**src/rtl/vga_timing_param.sv**
```systemverilog
// Parametrised VGA raster timing generator with pixel-clock enable,
// run/stop control (stop is deferred to the end of the current frame),
// data enable and line/frame start strobes. All outputs are registered
// and decoded from the next counter values so they stay coherent.
module vga_timing_param #(
    parameter int H_ACTIVE  = 800,
    parameter int H_FP      = 40,
    parameter int H_SYNC    = 128,
    parameter int H_BP      = 88,
    parameter int V_ACTIVE  = 600,
    parameter int V_FP      = 1,
    parameter int V_SYNC    = 4,
    parameter int V_BP      = 23,
    parameter bit HSYNC_POL = 1'b1,
    parameter bit VSYNC_POL = 1'b1,
    parameter int CW        = 11
) (
    input  logic          clk,
    input  logic          rst,
    input  logic          ce,
    input  logic          en,
    output logic [CW-1:0] hcount,
    output logic [CW-1:0] vcount,
    output logic          hsync,
    output logic          vsync,
    output logic          hblnk,
    output logic          vblnk,
    output logic          de,
    output logic          line_start,
    output logic          frame_start,
    output logic          running
);

    localparam int H_TOT = H_ACTIVE + H_FP + H_SYNC + H_BP;
    localparam int V_TOT = V_ACTIVE + V_FP + V_SYNC + V_BP;

    localparam logic [CW-1:0] ONE      = CW'(1);
    localparam logic [CW-1:0] H_LAST   = CW'(H_TOT - 1);
    localparam logic [CW-1:0] V_LAST   = CW'(V_TOT - 1);
    localparam logic [CW-1:0] H_ACT_C  = CW'(H_ACTIVE);
    localparam logic [CW-1:0] H_SS     = CW'(H_ACTIVE + H_FP);
    localparam logic [CW-1:0] H_SE     = CW'(H_ACTIVE + H_FP + H_SYNC);
    localparam logic [CW-1:0] V_ACT_C  = CW'(V_ACTIVE);
    localparam logic [CW-1:0] V_SS     = CW'(V_ACTIVE + V_FP);
    localparam logic [CW-1:0] V_SE     = CW'(V_ACTIVE + V_FP + V_SYNC);

    typedef enum logic [1:0] {
        S_IDLE      = 2'd0,
        S_RUN       = 2'd1,
        S_STOP_PEND = 2'd2
    } state_t;

    state_t        state_q, state_d;
    logic [CW-1:0] h_q, h_d, v_q, v_d;
    logic          hsync_q, hsync_d, vsync_q, vsync_d;
    logic          hblnk_q, hblnk_d, vblnk_q, vblnk_d;
    logic          de_q, de_d, ls_q, ls_d, fs_q, fs_d, run_q, run_d;

    logic          h_wrap, v_wrap, advance;
    logic [CW-1:0] h_inc, v_inc;

    // Next-state, next counters and decoded flags; with ce=0 the state and
    // counters hold, so the decode reproduces the held flag values.
    always_comb begin
        state_d = state_q;
        h_d     = h_q;
        v_d     = v_q;
        ls_d    = 1'b0;
        fs_d    = 1'b0;
        advance = 1'b0;

        h_wrap  = (h_q == H_LAST);
        v_wrap  = (v_q == V_LAST);
        h_inc   = h_wrap ? '0 : h_q + ONE;
        v_inc   = h_wrap ? (v_wrap ? '0 : v_q + ONE) : v_q;

        if (ce) begin
            unique case (state_q)
                S_IDLE: begin
                    // Start at (0,0) immediately so the first pixel is visible next clk.
                    if (en) begin
                        state_d = S_RUN;
                        h_d     = '0;
                        v_d     = '0;
                        ls_d    = 1'b1;
                        fs_d    = 1'b1;
                    end
                end
                S_RUN: begin
                    advance = 1'b1;
                    if (!en) state_d = S_STOP_PEND;
                end
                S_STOP_PEND: begin
                    if (en) begin
                        state_d = S_RUN;
                        advance = 1'b1;
                    end else if (h_wrap && v_wrap) begin
                        // End of frame reached while stopping: park silently.
                        state_d = S_IDLE;
                        h_d     = '0;
                        v_d     = '0;
                    end else begin
                        advance = 1'b1;
                    end
                end
                default: state_d = S_IDLE;
            endcase
        end

        if (advance) begin
            h_d  = h_inc;
            v_d  = v_inc;
            ls_d = h_wrap;
            fs_d = h_wrap && v_wrap;
        end

        run_d = (state_d != S_IDLE);
        if (run_d) begin
            hblnk_d = (h_d >= H_ACT_C);
            vblnk_d = (v_d >= V_ACT_C);
            hsync_d = ((h_d >= H_SS) && (h_d < H_SE)) ? HSYNC_POL : ~HSYNC_POL;
            vsync_d = ((v_d >= V_SS) && (v_d < V_SE)) ? VSYNC_POL : ~VSYNC_POL;
        end else begin
            hblnk_d = 1'b1;
            vblnk_d = 1'b1;
            hsync_d = ~HSYNC_POL;
            vsync_d = ~VSYNC_POL;
        end
        de_d = !hblnk_d && !vblnk_d && run_d;
    end

    // State, counters and all output flags are registered together.
    always_ff @(posedge clk) begin
        if (rst) begin
            state_q <= S_IDLE;
            h_q     <= '0;
            v_q     <= '0;
            hsync_q <= ~HSYNC_POL;
            vsync_q <= ~VSYNC_POL;
            hblnk_q <= 1'b1;
            vblnk_q <= 1'b1;
            de_q    <= 1'b0;
            ls_q    <= 1'b0;
            fs_q    <= 1'b0;
            run_q   <= 1'b0;
        end else begin
            state_q <= state_d;
            h_q     <= h_d;
            v_q     <= v_d;
            hsync_q <= hsync_d;
            vsync_q <= vsync_d;
            hblnk_q <= hblnk_d;
            vblnk_q <= vblnk_d;
            de_q    <= de_d;
            ls_q    <= ls_d;
            fs_q    <= fs_d;
            run_q   <= run_d;
        end
    end

    assign hcount      = h_q;
    assign vcount      = v_q;
    assign hsync       = hsync_q;
    assign vsync       = vsync_q;
    assign hblnk       = hblnk_q;
    assign vblnk       = vblnk_q;
    assign de          = de_q;
    assign line_start  = ls_q;
    assign frame_start = fs_q;
    assign running     = run_q;

endmodule
```
**config.mk**
```make
export PLATFORM = sky130hd
export DESIGN_NAME = vga_timing_param
export DESIGN_NICKNAME = d
export VERILOG_FILES = /design/src/rtl/vga_timing_param.sv
export SDC_FILE = /design/constraint.sdc
export NUM_CORES = 1
export LEC_CHECK = 0
export ABC_AREA = 1
export BUFFER_PORTS_ARGS = -buffer_cell sky130_fd_sc_hd__buf_2
export CAP_MARGIN = 20
export CORE_MARGIN = 1.5
export CORE_UTILIZATION = 40
export DETAILED_ROUTE_END_ITERATION = 8
export PLACE_DENSITY = 0.56
export SLEW_MARGIN = 0
export SYNTH_ARGS = -nofsm -noshare
export SYNTH_HDL_FRONTEND = slang
export SYNTH_SLANG_ARGS = --single-unit
```
**constraint.sdc**
```tcl
create_clock -name clk -period 5.8 [get_ports clk]
set_input_delay 0.29 -clock clk [delete_from_list [all_inputs] [get_ports clk]]
set_output_delay 0.29 -clock clk [all_outputs]
set_load 0.01 [all_outputs]
```
# Yosys cells after proc, flatten, opt, wreduce, memory -nomap -nowiden
# Index checks and enable logic that the tools add are counted.
[totals] ff_bits=32 in_bits=4 output_inout_bits=30 word_cells=68
[op_classes] n_addsub=2 magnitude_cmp=6 eq_ne=4 n_mux=34 bitwise=1 n_reduce_logical=10
[op_table] operator="$mux 11" count=13
[op_table] operator="$ge 11x10->1 const B" count=4
[op_table] operator="$pmux 11 s2" count=2
[op_table] operator="$add 11x1->11 const B" count=2
[op_table] operator="$lt 11x10->1 const B" count=2
[op_table] operator="$mux 1" count=12
[op_table] operator="$eq 11x10->1 const B" count=1
[op_table] operator="$eq 11x11->1 const B" count=1
[op_table] operator="$mux 2" count=5
[op_table] operator="$pmux 2 s3" count=1
[op_table] operator="$logic_and 1x1->1" count=5
[op_table] operator="$eq 2x1->1 const B" count=1
[op_table] operator="$eq 2x2->1 const B" count=1
[op_table] operator="$logic_not 1->1" count=2
[op_table] operator="$logic_not 2->1" count=1
[op_table] operator="$pmux 1 s2" count=1
[op_table] operator="$reduce_bool 2->1" count=1
[op_table] operator="$reduce_or 2->1" count=1
[op_table] operator="$not 1->1" count=1

# Logic depth before layout (Yosys ltp)
[depth] word_depth=12 ltp_mapped=19

# Least setup slack after synthesis
# Ideal clock, no wire load.
[synth_timing] path_type="register to register" from="register h_q[0] (netlist: hcount[0])" to="register vsync_q (netlist: vsync)" setup_ns=0.111 arrival_ns=2.194 required_ns=5.689 slack_ns=3.495 stages_incl_launch_ff=18 path_buffers=1 path_cell_list="dfxtp_1 > ha_1 > nand2_2 > nor2_8 > nand3_4 > nor2_8 > nand2_4 > nand2_4 > nand3_4 > nand2_4 > inv_2 > buf_6 > o21ai_2 > nand2_1 > nor2_2 > nand3_1 > nand2_1 > nor2_1"
[synth_via] elab_chain_len=10
[synth_lines] element="from (decl)" line_no="54" text="logic [CW-1:0] h_q, h_d, v_q, v_d;"
[synth_lines] element="from (signal assigned)" line_no="136" text="h_q <= '0;"
[synth_lines] element="from (signal assigned)" line_no="148" text="h_q <= h_d;"
[synth_lines] element="$eq 11x11->1 *" line_no="72" text="h_wrap = (h_q == H_LAST);"
[synth_lines] element="$logic_and 1x1->1" line_no="97" text="end else if (h_wrap && v_wrap) begin"
[synth_lines] element="$mux 11 or $mux 1 (tied branches)" line_no="97"
[synth_lines] element="$mux 11 or $mux 1 (tied branches)" line_no="94" text="if (en) begin"
[synth_lines] element="$pmux 11 s2 or $pmux 1 s2 (tied branches)" line_no="78" text="unique case (state_q)"
[synth_lines] element="$mux 11 or $mux 1 (tied branches)" line_no="77" text="if (ce) begin"
[synth_lines] element="$mux 11" line_no="110" text="if (advance) begin"
[synth_lines] element="$ge 11x10->1 or $lt 11x10->1 (tied branches)" line_no="122" text="vsync_d = ((v_d >= V_SS) && (v_d < V_SE)) ? VSYNC_POL : ~VSYNC_POL;"
[synth_lines] element="$logic_and 1x1->1" line_no="122"
[synth_lines] element="$mux 1" line_no="122"
[synth_lines] element="to (signal assigned)" line_no="139" text="vsync_q <= ~VSYNC_POL;"
[synth_lines] element="to (signal assigned)" line_no="151" text="vsync_q <= vsync_d;"
[synth_lines] element="to (decl)" line_no="55" text="logic hsync_q, hsync_d, vsync_q, vsync_d;"
# Mark *: on every way between the ends. The rest lies on a longest branch, timed or not.
# A chain may end at the register's enable or synchronous reset.

# Final worst setup path
[layout_timing] from="register h_q[0] (netlist: hcount[0])" to="register hsync_q (netlist: hsync)"
[layout_via] elab_chain_len=10
[layout_lines] element="$eq 11x11->1" line_no="72"
[layout_lines] element="$logic_and 1x1->1" line_no="97"
[layout_lines] element="$mux 11 or $mux 1 (tied branches)" line_no="97"
[layout_lines] element="$mux 11 or $mux 1 (tied branches)" line_no="94"
[layout_lines] element="$pmux 11 s2 or $pmux 1 s2 (tied branches)" line_no="78"
[layout_lines] element="$mux 11 or $mux 1 (tied branches)" line_no="77"
[layout_lines] element="$mux 11" line_no="110"
[layout_lines] element="$ge 11x10->1 or $lt 11x10->1 (tied branches)" line_no="121" text="hsync_d = ((h_d >= H_SS) && (h_d < H_SE)) ? HSYNC_POL : ~HSYNC_POL;"
[layout_lines] element="$logic_and 1x1->1" line_no="121"
[layout_lines] element="$mux 1" line_no="121"
[layout_lines] element="to (signal assigned)" line_no="138" text="hsync_q <= ~HSYNC_POL;"
[layout_lines] element="to (signal assigned)" line_no="150" text="hsync_q <= hsync_d;"
[layout_lines] element="to (decl)" line_no="55"
# Several ways; a longest one is shown, not always the timed one.

==> flow_metrics.env <==
export IMPL_r2r_cells=18
export IMPL_vias=2288
export IMPL_leakage_nw=1.26
export IMPL_rows=27
export IMPL_grt_pass1_wl_um=10300
export IMPL_worst_ep_arrival_time_ns=2.95
export IMPL_fin_tns_setup_ns=0
export IMPL_slew_headroom_pct=69.3
export IMPL_min_path_cells=2
export IMPL_yosysWarnings=0
export IMPL_post_cts_buffers=0
export IMPL_cts_root_buf="clkbuf_8"
export IMPL_cts_tree="done"
export IMPL_overflow=0
export IMPL_ir_drop_v=0.0000924
export IMPL_min_path_type="in2reg"
export IMPL_grt_pass1_vias=2082
export IMPL_syn_inst=362
export IMPL_vias_per_cell=4.89
export IMPL_drc=0
export IMPL_min_period_ns=2.76
export IMPL_firstDrtPassIters=5
export IMPL_portBuffers=33
export IMPL_crit_path_start_kind="flop"
export IMPL_grt_usage_pct=21.5
export IMPL_hold_buffers=0
export IMPL_critPathCaptureType="flop"
export IMPL_synth_seq_area_share_pct=28.3
export IMPL_routed_wl_um=6200
export IMPL_place_gp_congestion=0.924
export IMPL_die_area_um2=6130
export IMPL_fin_skew_ns=0.00714
export IMPL_synth_nets=372
export IMPL_clkLatencyLatePin_ns=0.29
export IMPL_yosys_register_bits=32
export IMPL_rsz0062_at_grt="false"
export IMPL_area_growth_syn_to_layout_pct=12.8
export IMPL_finalCritPeriodShare_pct=47.6
export IMPL_dieHeight_um=78.3
export IMPL_cts_resized=0
export IMPL_cts_sinks=32
export IMPL_clk_pin_slew_worst_paths_ns=0.07
export IMPL_tightest_slew_ns=0.460
export IMPL_numCtsBuffers=5
export IMPL_cp_data_required_time_ns=5.99
export IMPL_syn_area_per_cell_um2=6.26
export IMPL_setup_viol=0
export IMPL_floorplan_initialDensity_pct=41.4
export IMPL_critical_path_class="reg2reg"
export IMPL_diodes=0
export IMPL_coreArea_um2=5470
export IMPL_maxCapViolCount=0
export IMPL_dp_hpwl_um=4720
export IMPL_die_w_um=78.3
export IMPL_cts_buffer_depth=2
export IMPL_hold_violations=0
export IMPL_grt_max_degree=24
export IMPL_cp_max_fo=21
export IMPL_dr_first_iter_drc_count=116
export IMPL_layout_drive_gt1_share_pct=15.2
export IMPL_io_pins=34
export IMPL_outcome="finished clean"
export IMPL_drtAntennaViolNets=0
export IMPL_report_power_total_uw=434
export IMPL_antenna_found_initial=0
export IMPL_synth_area_um2=2270
export IMPL_wire_per_inst_um=13.3
export IMPL_finish_utilization_pct=46.7
export IMPL_max_freq_mhz=362
export IMPL_yosys_cell_types_count=30
export IMPL_nets=406
export IMPL_htreeDepth=2
export IMPL_slew_violations=0
export IMPL_powerDensity_nw_per_um2=170
## critical path: stages (launching register included)
cell,delay [ns]
dfxtp_1,0.43
ha_1,0.27
nand2_2,0.12
nor2_8,0.16
nand3_4,0.11
nor2_8,0.17
nand2_4,0.11
nand2_4,0.10
nand3_4,0.12
nand2_4,0.25
inv_2,0.19
nand2_1,0.12
nand2_1,0.08
nand2_1,0.07
nor2_1,0.05
nor2_1,0.16
nand2_1,0.07
inv_1,0.05
nor2_1,0.03
## path summary, 6_finish.rpt
| kind | startpoint | end | slack, ns |
|---|---|---|---|
| worst max-delay path | hcount[0] | hsync | 3.04 |
| worst min-delay path | rst | hcount[3] | 0.43 |
| worst max register to register | hcount[0] | hsync | 3.04 |
| worst min register to register | hcount[1] | hcount[1] | 0.52 |
## final cells by class
| cell class | instances | area, um^2 |
|---|---|---|
| well taps | 72 | 90.1 |
| multi-input cells | 277 | 1400 |
| flip-flops and latches | 32 | 641 |
| fillers | 611 | 2920 |
| inverters | 47 | 176 |
| clock buffers | 5 | 68.8 |
| repair buffers | 33 | 165 |
| clock inverters | 2 | 12.5 |
## power by group
part | total [mW] | internal [mW] | leakage (nW) | switching [mW]
clock network | 0.168 | 0.0812 | 0.0400 | 0.0870
registers | 0.227 | 0.224 | 0.259 | 0.00277
logic | 0.0387 | 0.0115 | 0.962 | 0.0272
## state kept, by name, indices dropped and copies added (netlist names)
register,cells
state_q,2
hsync,1
line_start,1
vsync,1
hcount,11
vcount,11
de,1
vblnk,1
hblnk,1
running,1
frame_start,1
## cell usage in the layout, fill, tap and decap left out, types with 5 or more instances in the layout
cell      count
ha_1          6
nand2_1     103
nand4_1       5
a21oi_1      15
clkbuf_8      5
nor2_1       51
buf_2        33
nand3b_1      6
inv_1        41
xor2_1        6
o21ai_0       7
dfxtp_1      32
nor3_1        7
nand3_1      44
## cell families (layout without fill, tap and decap cells)
logic type,Yosys count,count (layout),synth area share [%]
AO/OA/AOI/OAI,33,33,8.44
AND/OR/NAND/NOR,231,231,47.5
XOR/XNOR,7,7,2.70
buffers and inverters,53,87,9.82
adder cells (fa/ha/maj),6,6,3.31
flip-flops,32,32,28.3
## Yosys cell counts
| cell | n | area (um^2) |
|---|---|---|
| or2_2 | 1 | 6.26 |
| buf_6 | 3 | 33.8 |
| xor2_1 | 6 | 52.6 |
| o21a_1 | 1 | 7.51 |
| nand3_4 | 2 | 35.0 |
| o31ai_1 | 2 | 15.0 |
| o21ai_1 | 3 | 15.0 |
| nand4_1 | 5 | 31.3 |
| dfxtp_1 | 32 | 641 |
| a21oi_1 | 15 | 75.1 |
| clkbuf_1 | 2 | 7.51 |
| buf_2 | 1 | 5.00 |
| nor3_1 | 7 | 35.0 |
| nand3_1 | 44 | 220 |
| nand3_2 | 2 | 20.0 |
| a41oi_1 | 3 | 26.3 |
| nor2_8 | 2 | 40.0 |
| nand2_2 | 3 | 18.8 |
| o21ai_2 | 2 | 17.5 |
| inv_1 | 41 | 154 |
| inv_2 | 3 | 11.3 |
| clkinv_1 | 3 | 11.3 |
| xnor2_1 | 1 | 8.76 |
| nor2_2 | 2 | 12.5 |
| ha_1 | 6 | 75.1 |
| nor2_1 | 51 | 191 |
| nand2_4 | 3 | 33.8 |
| nand2_1 | 103 | 387 |
| nand3b_1 | 6 | 45.0 |
| o21ai_0 | 7 | 35.0 |
## per-stage QoR
stage	instances	instance area (um^2)	hold slack (ns)	worst slack (ns)
final	468	2560	0.431	3.04
after floorplan	362	2270	0.359	3.50
after detailed placement	461	2480	0.510	3.06
after global placement	461	2480	0.502	3.11
after CTS	468	2560	0.428	3.05
after global routing	468	2560	0.444	2.71
## metal layers
| layer | wire length [um] | vias to the layer above | track usage (%) | share of wire [%] |
|---|---|---|---|---|
| li1 | - | 1224 | - | - |
| met1 | 3120 | 1020 | 31.4 | 50 |
| met2 | 2790 | 40 | 33.1 | 45 |
| met3 | 257 | 4 | 3.84 | 4.1 |
| met4 | 25 | 0 | 4.11 | 0.40 |
| met5 | 0 | - | 0 | 0 |
Power figures use the tool's default switching activity.
